[src/rtl/mux_arb_pkg.sv]
// Shared definitions for the 4-requester round-robin mux arbiter.
//   NUM_REQ       - number of requesters sharing the mux
//   SEL_W         - width of the mux select {S1,S0}
//   state_t       - arbiter state (idle / one holder)
//   onehot_to_idx - converts a one-hot grant vector to its index
package mux_arb_pkg;

  localparam int unsigned NUM_REQ = 4;
  localparam int unsigned SEL_W   = 2;

  typedef enum logic {
    ST_IDLE,
    ST_GRANT
  } state_t;

  // OR-reduction encoder: exact for one-hot input, 0 for all-zero input.
  function automatic logic [SEL_W-1:0] onehot_to_idx(input logic [NUM_REQ-1:0] oh);
    logic [SEL_W-1:0] idx;
    idx = '0;
    for (int unsigned i = 0; i < NUM_REQ; i++) begin
      if (oh[i]) idx = idx | SEL_W'(i);
    end
    return idx;
  endfunction

endpackage

[src/rtl/rr_pick4.sv]
// Combinational round-robin picker.
//   req   - request vector
//   mask  - eligible requesters (1 = may win)
//   ptr   - highest-priority index; scan proceeds ptr, ptr+1, ... mod 4
//   valid - at least one eligible request
//   idx   - index of the winner (0 when valid=0)
import mux_arb_pkg::*;

module rr_pick4 (
  input  logic [NUM_REQ-1:0] req,
  input  logic [NUM_REQ-1:0] mask,
  input  logic [SEL_W-1:0]   ptr,
  output logic               valid,
  output logic [SEL_W-1:0]   idx
);

  logic [NUM_REQ-1:0] cand;
  logic               found;
  logic [SEL_W-1:0]   pos;

  always_comb begin
    cand  = req & mask;
    valid = |cand;
    idx   = '0;
    found = 1'b0;
    pos   = '0;
    for (int unsigned k = 0; k < NUM_REQ; k++) begin
      // SEL_W-bit add wraps naturally modulo NUM_REQ
      pos = ptr + SEL_W'(k);
      if (!found && cand[pos]) begin
        idx   = pos;
        found = 1'b1;
      end
    end
  end

endmodule

[src/rtl/mux4_rr_arbiter.sv]
// Round-robin arbiter driving the S1/S0 selects of a shared 4:1 mux.
// A grant is held until the holder pulses done, drops its request, or
// (with MAX_HOLD != 0) holds for MAX_HOLD cycles while another request waits.
//   clk     - system clock, rising edge
//   rst     - asynchronous active-high reset
//   req     - per-requester request; req[i] selects mux input Ii
//   done    - release pulse; only honoured from the current holder
//   gnt     - registered one-hot grant, zero when idle
//   sel     - registered mux select {S1,S0}; holds last value when idle
//   busy    - registered, 1 while a grant is active
//   timeout - registered one-cycle pulse on timeout preemption
import mux_arb_pkg::*;

module mux4_rr_arbiter #(
  parameter int unsigned MAX_HOLD = 16,
  parameter int unsigned CNT_W    = 5
) (
  input  logic               clk,
  input  logic               rst,
  input  logic [NUM_REQ-1:0] req,
  input  logic [NUM_REQ-1:0] done,
  output logic [NUM_REQ-1:0] gnt,
  output logic [SEL_W-1:0]   sel,
  output logic               busy,
  output logic               timeout
);

  localparam logic [CNT_W-1:0] HOLD_MAX  = CNT_W'(MAX_HOLD);
  localparam logic [CNT_W-1:0] HOLD_LAST = (MAX_HOLD == 0) ? '0 : CNT_W'(MAX_HOLD - 1);

  state_t             state_q, state_d;
  logic [SEL_W-1:0]   ptr_q, ptr_d;
  logic [CNT_W-1:0]   cnt_q, cnt_d;
  logic [NUM_REQ-1:0] gnt_d;
  logic [SEL_W-1:0]   sel_d;
  logic               busy_d;
  logic               to_d;

  logic [SEL_W-1:0]   holder;
  logic [SEL_W-1:0]   pick_ptr;
  logic               pick_valid;
  logic [SEL_W-1:0]   pick_idx;
  logic               others;
  logic               rel_done;
  logic               rel_drop;
  logic               to_hit;
  logic               release_now;

  assign holder = onehot_to_idx(gnt);

  // One picker serves both cases: in IDLE gnt is zero so ~gnt masks nothing
  // and ptr_q is used; in GRANT the holder is masked and the scan starts at
  // holder+1, which is exactly the ptr value committed on this release.
  assign pick_ptr = (state_q == ST_GRANT) ? holder + SEL_W'(1) : ptr_q;

  rr_pick4 u_pick (
    .req   (req),
    .mask  (~gnt),
    .ptr   (pick_ptr),
    .valid (pick_valid),
    .idx   (pick_idx)
  );

  assign others      = |(req & ~gnt);
  assign rel_done    = |(done & gnt);
  assign rel_drop    = ~|(req & gnt);
  assign to_hit      = (MAX_HOLD != 0) && (cnt_q == HOLD_LAST) && others;
  assign release_now = rel_done || rel_drop || to_hit;

  always_comb begin
    state_d = state_q;
    ptr_d   = ptr_q;
    cnt_d   = cnt_q;
    gnt_d   = gnt;
    sel_d   = sel;
    busy_d  = busy;
    to_d    = 1'b0;
    case (state_q)
      ST_IDLE: begin
        if (pick_valid) begin
          state_d = ST_GRANT;
          gnt_d   = NUM_REQ'(1) << pick_idx;
          sel_d   = pick_idx;
          busy_d  = 1'b1;
          cnt_d   = '0;
        end
      end
      ST_GRANT: begin
        if (release_now) begin
          ptr_d = holder + SEL_W'(1);
          to_d  = to_hit && !rel_done && !rel_drop;
          cnt_d = '0;
          if (pick_valid) begin
            gnt_d = NUM_REQ'(1) << pick_idx;
            sel_d = pick_idx;
          end else begin
            state_d = ST_IDLE;
            gnt_d   = '0;
            busy_d  = 1'b0;
          end
        end else if (cnt_q != HOLD_MAX) begin
          cnt_d = cnt_q + CNT_W'(1);
        end
      end
      default: begin
        state_d = ST_IDLE;
        gnt_d   = '0;
        busy_d  = 1'b0;
      end
    endcase
  end

  always_ff @(posedge clk or posedge rst) begin
    if (rst) begin
      state_q <= ST_IDLE;
      ptr_q   <= '0;
      cnt_q   <= '0;
      gnt     <= '0;
      sel     <= '0;
      busy    <= 1'b0;
      timeout <= 1'b0;
    end else begin
      state_q <= state_d;
      ptr_q   <= ptr_d;
      cnt_q   <= cnt_d;
      gnt     <= gnt_d;
      sel     <= sel_d;
      busy    <= busy_d;
      timeout <= to_d;
    end
  end

endmodule

[config.mk]
export PLATFORM = sky130hd
export DESIGN_NAME = mux4_rr_arbiter
export DESIGN_NICKNAME = d
export VERILOG_FILES = /design/src/rtl/mux_arb_pkg.sv /design/src/rtl/rr_pick4.sv /design/src/rtl/mux4_rr_arbiter.sv
export SDC_FILE = /design/constraint.sdc
export NUM_CORES = 1
export LEC_CHECK = 0
export CAP_MARGIN = 40
export CORE_MARGIN = 2
export CORE_UTILIZATION = 57
export CTS_BUF_LIST = sky130_fd_sc_hd__clkbuf_8
export CTS_CLUSTER_DIAMETER = 100
export CTS_CLUSTER_SIZE = 25
export DETAILED_ROUTE_END_ITERATION = 7
export GPL_TIMING_DRIVEN = 0
export PLACE_DENSITY = 0.86
export SKIP_CTS_REPAIR_TIMING = 1
export SLEW_MARGIN = 20
export SYNTH_ARGS = -nofsm -noshare
export SYNTH_HDL_FRONTEND = slang
export SYNTH_SLANG_ARGS = --single-unit
[constraint.sdc]
create_clock -name clk -period 6.12 [get_ports clk]
set_input_delay 1.836 -clock clk [delete_from_list [all_inputs] [get_ports clk]]
set_output_delay 1.836 -clock clk [all_outputs]
set_load 0.1 [all_outputs]
After elaboration in Yosys (flattened, before gate mapping). Cells that the tools add are included.

$add $sub $neg: 5. Order comparisons: 4. Eq/ne operators: 6. Shifts and indexed selects: 1. Multiplexer cells: 39. Bitwise gates (word level): 5. Reduce and logical (&&, ||, !) cells: 20.

Operator list (number): $mux W2 (9); $mux W1 (15); $mux W5 (3); $and A4 B4 Y4 (3); $lt A2 B3 Y1 const B (4); $mux W4 (3); $reduce_or A4 Y1 (3); $pmux W5 S2 (1); $bmux W1 S2 (4); $pmux W4 S2 (1); $logic_and A1 B1 Y1 (6); $reduce_and A2 Y1 (3); $add A5 B1 Y5 const B (1); $eq A5 B4 Y1 const B (1); $logic_not A1 Y1 (5); $ne A5 B5 Y1 const B (1); $add A2 B1 Y2 const B (2); $add A2 B2 Y2 const B (2); $ne A2 B2 Y1 const B (2); $not A4 Y4 (1); $pmux W1 S2 (2); $pmux W2 S2 (1); $shl A1 B2 Y4 const A (1); $ne A3 B1 Y1 const B (1); 4 further kinds (5).

Bits in registers: 16. Logic and storage cells: 87.

Logic depth before layout (Yosys ltp). Gate-level depths: netlist (run 1).

Depth in word-level cells: 21. Gate-level depth with buffers: 8. Mapped depth without buffers: 7.

By module. From an unflattened synthesis (run 1), not the netlist that was laid out.

Cells, all modules: 98. Area, all modules: 958.4 um^2.

Modules (own cells, without submodules): mux4_rr_arbiter (instances 1, cells each 82, area an instance 860.8 um^2, seq. area each 400.4 um^2); rr_pick4 (instances 1, cells each 16, area an instance 97.6 um^2, seq. area each 0.0 um^2).

Least setup slack after synthesis (run 1). No wires, ideal clock.

Path type: input port to flip-flop. From: input port req[0]. To: register ptr_q[0]. Setup time: 125 ps. Arrival time: 3218 ps. Data required time: 5995 ps. Slack: 2777 ps. Stages: 5. Cell sequence: nor2b_1 -> or4_4 -> and2_1 -> o21ai_1 -> mux2_2.

Word-level cells in the longest chain between the ends: 6. Elaborated cells on any way between the ends: 9.

Ends and longest elaborated chain: start: declaration (line mux4_rr_arbiter.sv:20) `input logic [NUM_REQ-1:0] req,`; $and A4 B4 Y4 (line mux4_rr_arbiter.sv:66) `assign rel_drop = ~|(req & gnt);`; $reduce_or A4 Y1 (line mux4_rr_arbiter.sv:66); $logic_not A1 Y1 (line mux4_rr_arbiter.sv:66); $logic_or A1 B1 Y1 (line mux4_rr_arbiter.sv:68) `assign release_now = rel_done || rel_drop || to_hit;`; $logic_or A1 B1 Y1 * (line mux4_rr_arbiter.sv:68); $reduce_and A2 Y1 (no source line) *; end signal: assignment (line mux4_rr_arbiter.sv:124) `ptr_q <= ptr_d;`; end: declaration (line mux4_rr_arbiter.sv:32) `logic [SEL_W-1:0] ptr_q, ptr_d;`.

Every way passes the cells marked *; elsewhere a longest branch is shown, timed or not. A chain may end at the register's enable or synchronous reset.

Final worst setup path (run 1).
From: input port req[1]. To: register ptr_q[0].

Same word-level chain as after synthesis.

==> impl_metrics.ini, run 1 <==
[critical_path]
critPathSlowestCell = or4_4
regToRegSetupSlack_ps = 3970
startpoint_type = input port
required_ps = 6250
arrival_ps = 3790
crit_chain = clkdlybuf4s50_1 > and2b_1 > or4_4 > and2_1 > o21ai_1 > mux2_2
cp_max_fo = 5
worst-setup-path-type = input port to flip-flop
critPathCaptureType = flip-flop
crit_end = ptr_q[0]
startpoint = req[1]
rr_startpoint = gnt[1]
reg2reg_depth = 5
slowest_delay_ps = 560
r2r-end = ptr_q[0]

[synth]
yosysWarnings = 0
ys_seq_area_share_pct = 40.5
synthMuxAreaShare_pct = 3.16
syn_nets = 121
synth_top_family_by_area = simple AND/OR/NAND/NOR gates
synth_fa_ha_area_share_pct = 5.06
synthCells = 107
synth_simple_gate_area_share_pct = 24.1
synth_area_um2 = 988
synth_seq_cells = 16
avgSynthCellArea_um2 = 9.24
async_flop_share_pct = 100
synth-xor-area-share_pct = 0.886
synth_cell_types = 34
synth_compound_area_share_pct = 21.6
yosys_most_used_dff = dfrtp_1
synth_edf_count = 0

[cts]
cts.sinks = 16
cts.path.max_buffers = 2
cts_buffers = 3
h-tree-depth = 1
clock_latency_ps = 240
cts_root_buf = clkbuf_8
cts_tree = done
cts.clk_slew.worst_paths_ps = 70

[pwr]
p_leak_nw = 0.593
switching_power_mw = 0.334
pwr-share-clk_pct = 13.5
switching_share_pct = 48.4
pwr-share-comb_pct = 62.2
p_int_mw = 0.357
p_per_area_nw_per_um2 = 510
ir_drop_mv = 0.349
finalPower_mw = 0.692
p_seq_share_pct = 24.3

[sta]
hold_viol = 0
relSlewSlack_pct = 59.8
timing.fmax_ghz = 0.274
drv_slew = 0
tns_ps = 0
min_period_over_period_pct = 59.7
rsz0062_at_grt = no
setup_viol = 0
fin_crit_ps = 3650
clock_skew_ps = 2.20
worst_pin_slew_ps = 602

[global_route]
grt_start_max_net_pins = 17
grt_pass1_vias = 870
grt_pass1_wl_um = 3830
met2_usage_pct = 42.8
antenna_found_initial = 0
grt_util_all_layers_pct = 26.0
met3_usage_pct = 3.57
grt_use_met1_pct = 34.0
busiest_layer = met2
overflow = 0

[layout]
final_util_pct = 81.1
nFillCells = 95
finalNetCount = 151
seqCellArea_um2 = 400
syn_to_final_growth_pct = 37.1
multi_input_area_um2 = 542
n_antenna_cell = 0
drive_above_1_share_pct = 14.7

[floorplan]
initial_utilization_pct = 59.2
fp.dieH_um = 45.6
chipWidth_um = 45.6
ios = 18
die_area_um2 = 2080
rows = 15
coreArea_um2 = 1670

[routing]
drc = 0
vias_per_cell = 6.14
vias = 940
antenna_left = 0
routed_wirelength_um = 2320
wl_per_cell_um = 15.2
drtPass1Iterations = 4
drt_iter0_drc = 39

[outcome]
status = finished clean

[place]
io_buffers = 17
gp_congestion = 0.819
dp_hpwl_um = 1720

[hold_path]
hp-class = flip-flop to flip-flop

[flow_run]
cap_violations = 0
[power groups by stage]
stage          logic, mW  registers, mW  clock network, mW
6_report           0.430          0.168             0.0933
2_1_floorplan      0.165          0.286                  0
3_3_place_gp       0.357          0.166                  0
5_1_grt            0.456          0.170              0.102
3_5_place_dp       0.424          0.169                  0
4_1_cts            0.428          0.167             0.0944
[how the worst min path moves through the flow]
stage / cells after the start / slack (ps) / startpoint / to
3_3_place_gp: 2 / 470 / sel[0] / sel[0]
5_1_grt: 2 / 550 / sel[0] / sel[0]
2_1_floorplan: 2 / 480 / ptr_q[1] / ptr_q[1]
3_5_place_dp: 2 / 500 / sel[0] / sel[0]
6_report: 2 / 520 / busy / busy
4_1_cts: 1 / 520 / ptr_q[0] / ptr_q[0]
[worst max-delay path: cells and delay by family]
family	cells	cell delay (ps)
AND/OR/NAND/NOR	3	950
AO/OA/AOI/OAI	1	200
buffers and inverters	1	450
multiplexers	1	360
[kinds of logic (layout without fill, tap and decap cells)]
kind of cell | count (synthesis) | in the layout
DFF | 16 | 16
muxes | 3 | 3
buffers and inverters | 12 | 41
AOI/OAI and AO/OA | 30 | 30
adders and majority gates | 4 | 4
and+or+nand+nor | 41 | 41
xor gates and xnor gates | 1 | 1
[flip-flops by register name (all words and copies together), names as in the netlist]
name,flops
ptr_q,2
cnt_q,5
gnt,4
state_q,1
timeout,1
sel,2
busy,1
[layout make-up]
class | instances | share of cell area (%)
sequential | 16 | 29.5
clock buffer | 4 | 4.06
multi-input combinational | 79 | 40.0
timing repair buffer | 25 | 21.4
tap | 17 | 1.57
buffer | 1 | 0.369
inverter | 11 | 3.05
[per-layer routing]
layer	wire length, um	up-vias	share of wire [%]
met4	18	0	0.78
met5	0	-	0
met2	1190	35	51
met1	990	456	43
li1	-	447	-
met3	123	2	5.3
[placed cells by master, fill, tap and decap left out, types with 5 or more instances in the layout]
master / n
nor2_1: 5
inv_1: 11
dfrtp_1: 16
o21ai_0: 8
nand3_1: 6
nand2_1: 8
nand2b_1: 5
clkdlybuf4s50_1: 17
buf_8: 8
[per-stage QoR]
| step | instance area [um^2] | hold WS, ps | cells | worst slack [ps] |
|---|---|---|---|---|
| global route | 1360 | 546 | 153 | 2410 |
| floorplan | 988 | 476 | 107 | 2780 |
| finish | 1360 | 515 | 153 | 2470 |
| detailed placement | 1300 | 501 | 149 | 2250 |
| CTS | 1360 | 521 | 153 | 2480 |
| global placement | 1180 | 470 | 141 | 2250 |
[synthesized netlist by cell type (3+ instances only)]
| library cell | instances | area, um^2 |
|---|---|---|
| o21ai_0 | 8 | 40.0 |
| inv_1 | 11 | 41.3 |
| nor2b_1 | 4 | 25.0 |
| a21oi_1 | 4 | 20.0 |
| o22ai_1 | 4 | 25.0 |
| ha_1 | 4 | 50.1 |
| nand3_1 | 6 | 30.0 |
| and3_1 | 3 | 18.8 |
| nand2_1 | 8 | 30.0 |
| dfrtp_1 | 16 | 400 |
| nor2_1 | 5 | 18.8 |
| or4_4 | 3 | 33.8 |
| nand2b_1 | 5 | 31.3 |
Note: power is estimated with default switching activity, not from simulation.
==> run 2, diff against run 1 <==
--- a/config.mk
+++ b/config.mk
@@ -7,13 +7,13 @@
 export LEC_CHECK = 0
 export CAP_MARGIN = 40
 export CORE_MARGIN = 2
-export CORE_UTILIZATION = 57
+export CORE_UTILIZATION = 48
 export CTS_BUF_LIST = sky130_fd_sc_hd__clkbuf_8
 export CTS_CLUSTER_DIAMETER = 100
 export CTS_CLUSTER_SIZE = 25
 export DETAILED_ROUTE_END_ITERATION = 7
 export GPL_TIMING_DRIVEN = 0
-export PLACE_DENSITY = 0.86
+export PLACE_DENSITY = 0.77
 export SKIP_CTS_REPAIR_TIMING = 1
 export SLEW_MARGIN = 20
 export SYNTH_ARGS = -nofsm -noshare
==> constraint.sdc (replaced) <==
create_clock -name clk -period 3 [get_ports clk]
set_input_delay 0.9 -clock clk [delete_from_list [all_inputs] [get_ports clk]]
set_output_delay 0.9 -clock clk [all_outputs]
set_load 0.1 [all_outputs]
==> run 2 against run 1 <==
Worst hold slack worse by 22 ps. Total power up 100%. Via count down 8.1%. Sequential share of layout area down 0.27 points. Global-route usage down 5.3 points. Count of clock-buffer cells in the layout unchanged. Cell area up 0.92%. First-iteration DRC count down 51%. Sequential power up 100%. Clock skew about the same. Flip-flop and latch count unchanged. Critical path type unchanged.
==> impl_metrics.ini, run 2 (synthesis results as in run 1) <==
[outcome]
status = finished clean

[layout]
nFillCells = 171
syn_to_final_growth_pct = 38.4
largest_reg_flops = 5
finalNetCount = 151
final_util_pct = 69.7
finalNonFillerCells = 163
biggestRegsByFlops = cnt_q x5, gnt x4
drive_above_1_share_pct = 14.7
largest_register = cnt_q
final_common_cell = clkdlybuf4s50_1
n_antenna_cell = 0
final_cell_mix = clkdlybuf4s50_1 (17), dfrtp_1 (16), inv_1 (11)

[cts]
cts_buffers = 3
cts_tree = done
cts_root_buf = clkbuf_8
cts.path.max_buffers = 2
clock_latency_ps = 250
cts.clk_slew.worst_paths_ps = 60
h-tree-depth = 1
cts.sinks = 16

[critical_path]
critPathCaptureType = flip-flop
crit_buf_inv = 1
critPathSlowestCell = or4_4
cp_top_family = simple AND/OR/NAND/NOR gates
slowest_delay_ps = 560
required_ps = 3130
startpoint_type = input port
arrival_ps = 2830
crit_chain = clkdlybuf4s50_1 > and2b_1 > or4_4 > and2_1 > o21ai_1 > mux2_2
cp_max_fo = 5
worst-setup-path-type = input port to flip-flop

[floorplan]
die_area_um2 = 2440
rows = 16
ios = 18
chipWidth_um = 49.4
fp.dieH_um = 49.4
initial_utilization_pct = 50.4
coreArea_um2 = 1960

[pwr]
ir_drop_mv = 0.688
p_leak_nw = 0.593
p_per_area_nw_per_um2 = 1010

[global_route]
overflow = 0
grt_start_max_net_pins = 17
grt_pass1_vias = 887
grt_util_all_layers_pct = 20.7
antenna_found_initial = 0
grt_pass1_wl_um = 3870

[routing]
routed_wirelength_um = 2100
drtPass1Iterations = 4
wl_per_cell_um = 12.9
vias_per_cell = 5.30
drc = 0
vias = 864
drt_iter0_drc = 19
antenna_left = 0

[sta]
drv_slew = 0
min_period_over_period_pct = 89.8
setup_viol = 0
fin_crit_ps = 2700
tns_ps = 0
clock_skew_ps = 2.62
worst_pin_slew_ps = 580
rsz0062_at_grt = no
relSlewSlack_pct = 61.3
timing.fmax_ghz = 0.371
hold_viol = 0
hold_ws_ps = 494

[place]
dp_cells = 159
gp_congestion = 0.853
dp_hpwl_um = 1710
io_buffers = 17

[flow_run]
cap_violations = 0

[hold_path]
hp-class = flip-flop to flip-flop
==> run 2: cell counts in the layout (fill, tap and decap cells not counted) <==
No cell type changed its count.
==> run 2: metal layers <==
metal	wire length, um	global-route usage [%]
met1	991	26.5
met2	1010	34.7
met3	99	6.75
met4	6	3.24
met5	0	0
==> run 2: final cells by class <==
type / count / area, um^2 / area share (%)
well taps: 27 / 33.8 / 2.47
repair buffers: 25 / 290 / 21.2
plain buffers: 1 / 5.00 / 0.366
clock buffers: 4 / 55.1 / 4.03
flip-flops and latches: 16 / 400 / 29.3
multi-input cells: 79 / 542 / 39.6
inverters: 11 / 41.3 / 3.02
==> run 2: path summary, 6_finish.rpt <==
path                       startpoint       end  slack, ps  cells after the start
max                            req[1]  ptr_q[0]        300                      6
min                            sel[0]    sel[0]        490                      2
max reg2reg                    gnt[1]  ptr_q[0]        880                      5
min reg2reg                    sel[0]    sel[0]        490                      2
max in group asynchronous         rst      busy       1610                      2
min in group asynchronous         rst    sel[1]       1010                      2
==> run 2: power by group <==
part / leakage [nW] / switching (mW) / internal, mW / total (mW)
Sequential: 0.207 / 0.0642 / 0.276 / 0.341
Combinational: 0.358 / 0.524 / 0.336 / 0.860
Clock: 0.0288 / 0.0709 / 0.116 / 0.187
Total: 0.593 / 0.659 / 0.729 / 1.39
==> run 2: tightest hold or removal path, stage by stage (launching register included) <==
cell,delay [ps]
dfrtp_1,340
nand2_1,50
o21ai_0,60
==> run 2: metrics by stage <==
step	worst slack (ps)	total power, mW	instance area (um^2)
floorplan	388	0.920	988
global placement	57.4	1.07	1190
detailed placement	53.5	1.20	1310
CTS	314	1.40	1370
global route	259	1.48	1370
finish	305	1.39	1370
